### src/rtl/timer_irq_pkg.sv
// Shared definitions for the timer interrupt scheduler.
// Holds the register map, the interrupt FSM states and the reset pulse width.
package timer_irq_pkg;

    localparam logic [2:0] ADDR_PERIOD_BASE = 3'd0;
    localparam logic [2:0] ADDR_ENABLE      = 3'd4;
    localparam logic [2:0] ADDR_PW          = 3'd5;
    localparam logic [2:0] ADDR_OVR_CLR     = 3'd6;

    localparam int unsigned PW_DEFAULT = 100;

    typedef enum logic [1:0] {
        ST_IDLE     = 2'd0,
        ST_ASSERT   = 2'd1,
        ST_WAIT_ACK = 2'd2
    } irq_state_t;

endpackage

### src/rtl/rr_arbiter.sv
// Round-robin arbiter: the search starts one position after ptr and wraps modulo N.
// Outputs the winner as both a one-hot vector and an index.
module rr_arbiter #(
    parameter int unsigned N     = 4,
    parameter int unsigned IDX_W = $clog2(N)
) (
    input  logic [N-1:0]     req,
    input  logic [IDX_W-1:0] ptr,
    output logic [N-1:0]     gnt_onehot,
    output logic [IDX_W-1:0] gnt_idx,
    output logic             gnt_valid
);

    always_comb begin
        logic [IDX_W-1:0] cand;
        gnt_onehot = '0;
        gnt_idx    = '0;
        gnt_valid  = 1'b0;
        cand       = '0;
        for (int unsigned i = 1; i <= N; i++) begin
            cand = IDX_W'((32'(ptr) + i) % N);
            if (!gnt_valid && req[cand]) begin
                gnt_valid        = 1'b1;
                gnt_idx          = cand;
                gnt_onehot[cand] = 1'b1;
            end
        end
    end

endmodule

### src/rtl/timer_irq_scheduler.sv
// Periodic timer channels feeding one round-robin-scheduled interrupt line.
// Each interrupt is held high for a programmable pulse width and waits for a CPU ack.
module timer_irq_scheduler #(
    parameter int unsigned N_CH       = 4,
    parameter int unsigned CNT_W      = 24,
    parameter int unsigned PW_W       = 12,
    parameter int unsigned PW_DEFAULT = timer_irq_pkg::PW_DEFAULT
) (
    input  logic                      clk_100,
    input  logic                      rstn_100,
    input  logic                      cfg_we,
    input  logic [2:0]                cfg_addr,
    input  logic [CNT_W-1:0]          cfg_wdata,
    input  logic                      ack,
    input  logic [$clog2(N_CH)-1:0]   ack_id,
    output logic                      irq,
    output logic [$clog2(N_CH)-1:0]   irq_id,
    output logic                      busy,
    output logic [N_CH-1:0]           pending,
    output logic [N_CH-1:0]           overrun
);
    import timer_irq_pkg::*;

    localparam int unsigned ID_W = $clog2(N_CH);

    logic [CNT_W-1:0] period [N_CH];
    logic [CNT_W-1:0] count  [N_CH];
    logic [N_CH-1:0]  enable, ch_active, tick, restart;
    logic [N_CH-1:0]  granted_oh, ack_vec, keep_mask, overrun_clr;
    logic [N_CH-1:0]  pending_nxt, overrun_nxt, gnt_onehot;
    logic [PW_W-1:0]  pw, pw_lat, pw_cnt, pw_cnt_nxt;
    logic [ID_W-1:0]  rr_ptr, gnt_idx;
    logic             gnt_valid, ack_hit, load_grant, irq_nxt;
    irq_state_t       state, state_nxt;

    assign busy    = (state != ST_IDLE);
    assign ack_hit = ack && busy && (ack_id == irq_id);

    always_comb begin
        ch_active = '0;
        tick      = '0;
        restart   = '0;
        for (int unsigned k = 0; k < N_CH; k++) begin
            ch_active[k] = enable[k] && (period[k] != '0);
            tick[k]      = ch_active[k] && (count[k] == period[k] - CNT_W'(1));
            restart[k]   = cfg_we && ((cfg_addr == ADDR_PERIOD_BASE + 3'(k)) ||
                           (cfg_addr == ADDR_ENABLE && cfg_wdata[k] && !enable[k]));
        end
    end

    // A tick outranks a same-cycle ack, so a fresh event is never lost.
    always_comb begin
        ack_vec     = ack_hit ? granted_oh : '0;
        keep_mask   = busy ? granted_oh : '0;
        overrun_clr = (cfg_we && cfg_addr == ADDR_OVR_CLR) ? cfg_wdata[N_CH-1:0] : '0;
        pending_nxt = (pending | tick) & ~(ack_vec & ~tick) & (enable | keep_mask);
        overrun_nxt = (overrun & ~overrun_clr) | (tick & pending & ~ack_vec);
    end

    always_ff @(posedge clk_100 or negedge rstn_100) begin
        if (!rstn_100) begin
            for (int unsigned k = 0; k < N_CH; k++) begin
                period[k] <= '0;
                count[k]  <= '0;
            end
            enable  <= '0;
            pw      <= PW_W'(PW_DEFAULT);
            pending <= '0;
            overrun <= '0;
        end else begin
            for (int unsigned k = 0; k < N_CH; k++) begin
                if (restart[k] || !ch_active[k] || tick[k])
                    count[k] <= '0;
                else
                    count[k] <= count[k] + CNT_W'(1);
                if (cfg_we && cfg_addr == ADDR_PERIOD_BASE + 3'(k))
                    period[k] <= cfg_wdata;
            end
            if (cfg_we && cfg_addr == ADDR_ENABLE)
                enable <= cfg_wdata[N_CH-1:0];
            if (cfg_we && cfg_addr == ADDR_PW)
                pw <= cfg_wdata[PW_W-1:0];
            pending <= pending_nxt;
            overrun <= overrun_nxt;
        end
    end

    rr_arbiter #(
        .N     (N_CH),
        .IDX_W (ID_W)
    ) u_rr_arbiter (
        .req        (pending),
        .ptr        (rr_ptr),
        .gnt_onehot (gnt_onehot),
        .gnt_idx    (gnt_idx),
        .gnt_valid  (gnt_valid)
    );

    // irq is registered: ASSERT spends one cycle raising it, then PW cycles high.
    always_comb begin
        state_nxt  = state;
        irq_nxt    = 1'b0;
        load_grant = 1'b0;
        pw_cnt_nxt = pw_cnt;
        unique case (state)
            ST_IDLE: begin
                if (gnt_valid) begin
                    state_nxt  = ST_ASSERT;
                    load_grant = 1'b1;
                    pw_cnt_nxt = '0;
                end
            end
            ST_ASSERT: begin
                if (ack_hit) begin
                    state_nxt = ST_IDLE;
                end else if (irq && pw_cnt == pw_lat - PW_W'(1)) begin
                    state_nxt = ST_WAIT_ACK;
                end else begin
                    irq_nxt = 1'b1;
                    if (irq)
                        pw_cnt_nxt = pw_cnt + PW_W'(1);
                end
            end
            ST_WAIT_ACK: begin
                if (ack_hit)
                    state_nxt = ST_IDLE;
            end
            default: state_nxt = ST_IDLE;
        endcase
    end

    always_ff @(posedge clk_100 or negedge rstn_100) begin
        if (!rstn_100) begin
            state      <= ST_IDLE;
            irq        <= 1'b0;
            irq_id     <= '0;
            granted_oh <= '0;
            rr_ptr     <= ID_W'(N_CH - 1);
            pw_lat     <= PW_W'(1);
            pw_cnt     <= '0;
        end else begin
            state  <= state_nxt;
            irq    <= irq_nxt;
            pw_cnt <= pw_cnt_nxt;
            if (load_grant) begin
                irq_id     <= gnt_idx;
                granted_oh <= gnt_onehot;
                rr_ptr     <= gnt_idx;
                pw_lat     <= (pw == '0) ? PW_W'(1) : pw;
            end
        end
    end

endmodule

### config.mk
export PLATFORM = sky130hd
export DESIGN_NAME = timer_irq_scheduler
export DESIGN_NICKNAME = d
export VERILOG_FILES = /design/src/rtl/timer_irq_pkg.sv /design/src/rtl/rr_arbiter.sv /design/src/rtl/timer_irq_scheduler.sv
export SDC_FILE = /design/constraint.sdc
export NUM_CORES = 1
export LEC_CHECK = 0
export ABC_AREA = 1
export BUFFER_PORTS_ARGS = -buffer_cell sky130_fd_sc_hd__buf_2
export CORE_MARGIN = 4
export CORE_UTILIZATION = 32
export CTS_BUF_LIST = sky130_fd_sc_hd__clkbuf_2
export DETAILED_ROUTE_END_ITERATION = 10
export MAX_ROUTING_LAYER = met4
export PLACE_DENSITY_LB_ADDON = 0.25
export SLEW_MARGIN = 20
export SYNTH_ARGS = -nofsm -noshare
export SYNTH_HDL_FRONTEND = slang
export SYNTH_HIERARCHICAL = 1
export SYNTH_SLANG_ARGS = --single-unit
### constraint.sdc
create_clock -name clk_100 -period 3.95 [get_ports clk_100]
set_input_delay 0.5925 -clock clk_100 [delete_from_list [all_inputs] [get_ports clk_100]]
set_output_delay 0.5925 -clock clk_100 [all_outputs]
set_load 0.01 [all_outputs]
==> results by group <==
Cells and area
  • Ratio of cells with drive above 1 in the final layout: between 10% and 20%
  • Layout Area Growth over Synthesis: 10.9%
  • Final net count: approximately 2200

Die
  • Core ar.: between 0.04 and 0.05 sq mm
  • Starting Density: 32.5%
  • Std cell rows: 80
  • Boundary Pins: 45
  • Die Y-Extent: ~230 um
  • Die Width: 229 um
  • Die area: 0.0522 sq mm

GRT
  • Pin count of the biggest net entering global routing: around 120
  • Total GRT Usage: between 10% and 20%
  • Initial antenna violation count: 3
  • Vias in the first global route: around 13000
  • Overflow left after global routing: 0
  • Global-route wire length before repair: between 60000 and 70000 um

Clock tree
  • Clk_lat worst skew: about 0.96 ns
  • Post-CTS Setup Inserts: 0
  • CTS tree: yes
  • H-tree depth: 3
  • Inserted Clock Buffers: 72
  • Root Buffer: clkbuf_2
  • Clk slew on worst S/H paths: 0.11 ns
  • CTS Sinks: roughly 250
  • CTS Buffer Depth: 3

Critical path
  • Data required time of the worst path: between 4 and 5 ns
  • Startpoint Class: flip-flop
  • Crit path DAT: between 3 and 4 ns
  • Crit path max fanout: 24
  • Crit end category: flip-flop
  • WS Path Type: reg2reg

Synthesis
  • Synth Register Bits: ~250
  • Main flop type after synthesis: dfrtp_1
  • Most area-hungry cell type in the Yosys netlist: dfrtp_1
  • Synth top area share: between 30% and 40%
  • Yosys Warn Count: 6
  • Post-synth EDFFs: 0
  • Syn Nets: 2111
  • Most common cell in the netlist: nand2_1
  • Post-synthesis area per instance: about 7.6 sq um
  • Top cells by count, synth: nand2_1 (507), nor2_1 (292), dfrtp_1 (245)
  • Syn Inst Count: around 2000
  • Fraction of the yosys area taken by sequential cells: between 40 and 50%
  • Async SR Flop Fraction: 100%
  • Library cells used by synthesis: between 40 and 50
  • Area contributors post-synth: dfrtp_1 (39%), nand2_1 (12%), xor2_1 (7.9%)
  • Mapped cell area: approximately 0.016 sq mm

Routing
  • Met1 WL: ~20000 um
  • DR iter-0 viols: approximately 760
  • Drt via density: 4.70
  • Met3 Wirelength: roughly 1800 um
  • DRT antenna net count: 0
  • Drt first pass iters: 5
  • DR WL/cell: ~15 um
  • Post-Route WL: ~41000 um
  • Top Layer Used: met4
  • Met2 WL post-DR: roughly 19000 um
  • DRC viols: 0
  • Via count: 13300

Timing
  • Count of final hold-check violations: 0
  • Fin crit share: between 60 and 70%
  • Fmax: roughly 380 MHz
  • Setup Skew: approximately 0.073 ns
  • RSZ-0062 raised after global routing: no
  • Fin. max-slew vios: 0
  • Tmin final: about 2.6 ns
  • Max-slew headroom: 36.7%
  • Worst hold slack: around 0.14 ns
  • Setup tns final: 0 ns
  • Slew @ Worst Pin: 0.946 ns
  • Final setup viols: 0

Power
  • Max rail drop VDD: between 0.1 and 0.15 mV
  • Pwr dens: around 400 mW/mm^2
  • Leakage: 0.00810 uW

Placed design
  • Final GP Congestion: 0.863
  • Hpwl dp: 30700 um
  • Port Buf Inserts: 44

Hold path
  • Hold/Removal Path Class: in2reg

Run status
  • Status: finished, final reports clean

Run
  • Max-cap violations: 0
final cells by class:
type / instances / area, sq um
Fill cell: 5059 / 30700
Multi-Input combinational cell: 1555 / 8230
Sequential cell: 251 / 6290
Tap cell: 615 / 769
Inverter: 202 / 761
Timing Repair Buffer: 76 / 548
Clock buffer: 109 / 546
Clock inverter: 17 / 96.3
Antenna cell: 6 / 15.0
flip-flops by register name (all words and copies together) (netlist names), 12 cells and up:
register  cells
count        96
pw           12
pw_cnt       12
period       96
pw_lat       12
final timing paths:
check	startpoint	end	slack [ns]	cells past startpoint
max	period[72]	count[93]	1.30	13
min	cfg_wdata[11]	period[59]	0.14	3
max reg2reg	period[72]	count[93]	1.30	13
min reg2reg	pw[6]	pw[6]	0.50	2
max in group asynchronous	rstn_100	count[24]	2.65	3
min in group asynchronous	rstn_100	irq_id[0]	0.34	2
stage by stage:
step	std cells	setup slack [ns]	total power, uW	cell area (sq um)	utilization, %
after floorplan	2056	1.81	4450	15600	-
after global placement	2678	1.15	4890	16400	34.2
after detailed placement	2678	1.13	4920	16400	34.2
after CTS	2825	1.30	6940	17200	36.0
after global routing	2831	1.04	7410	17300	36.0
final	2831	1.30	6820	17300	36.0
logic make-up after synthesis:
logic type,after synthesis,share of synthesized area (%)
adders and majority gates,22,1.77
and+or+nand+nor,1120,32.1
AOI/OAI and AO/OA,194,6.69
buffers and inverters,250,6.70
xor gates and xnor gates,219,12.3
DFF,251,40.4
routing by layer:
layer  GRT usage [%]  vias up
li1                -     6760
met1            21.7     6191
met2            25.5      270
met3            3.79       76
met4            5.30        0
met5               -        -
critical path, cell delays in order, from the launching register on:
cell     delay, ns
dfrtp_1       0.43
inv_1         0.11
ha_1          0.30
nand2_1       0.15
nor2_1        0.18
nand2_1       0.10
xor2_1        0.14
nand3_1       0.11
nor2_1        0.13
nand2_1       0.09
nor2_1        0.14
nand3_2       0.22
nand2_4       0.33
nor2_1        0.08
cell usage in the layout, fill, tap and decap left out, types with 4 or more instances in the layout:
cell type | netlist | routed
diode_2 | 0 | 6
nand2_4 | 6 | 6
nor2_4 | 12 | 12
dfstp_2 | 6 | 6
ha_1 | 22 | 22
dlygate4sd3_1 | 0 | 21
nand4_1 | 47 | 47
nor4_1 | 5 | 5
xor2_1 | 140 | 140
nand2_2 | 14 | 14
buf_2 | 7 | 43
inv_1 | 197 | 197
nand3_1 | 125 | 125
inv_2 | 3 | 4
nand3b_1 | 18 | 18
nor2_2 | 39 | 39
or2_2 | 11 | 11
xnor2_1 | 79 | 79
a21oi_1 | 21 | 21
nand3_2 | 5 | 5
clkinv_2 | 0 | 5
dfrtp_1 | 245 | 245
nor2_1 | 292 | 292
nor3_2 | 6 | 6
clkinv_1 | 1 | 11
a21boi_0 | 4 | 4
buf_4 | 0 | 9
nand2_1 | 507 | 507
nor3_1 | 23 | 23
clkbuf_2 | 1 | 109
o21ai_0 | 149 | 149
o21ai_2 | 10 | 10
timing repair:
action,CTS,global route
hold buffers,21,0
endpoints found under the setup margin,0,0
hold endpoints to repair,161,0
resized for setup,0,0
where the power goes:
group / leakage (uW) / total, uW / switching [uW] / internal, uW
Combinational: 0.00427 / 1690 / 1070 / 623
Clock: 0.000506 / 1940 / 1150 / 794
Sequential: 0.00332 / 3180 / 357 / 2830
Total: 0.00810 / 6820 / 2580 / 4240
Note: power is estimated with default switching activity, not from simulation.
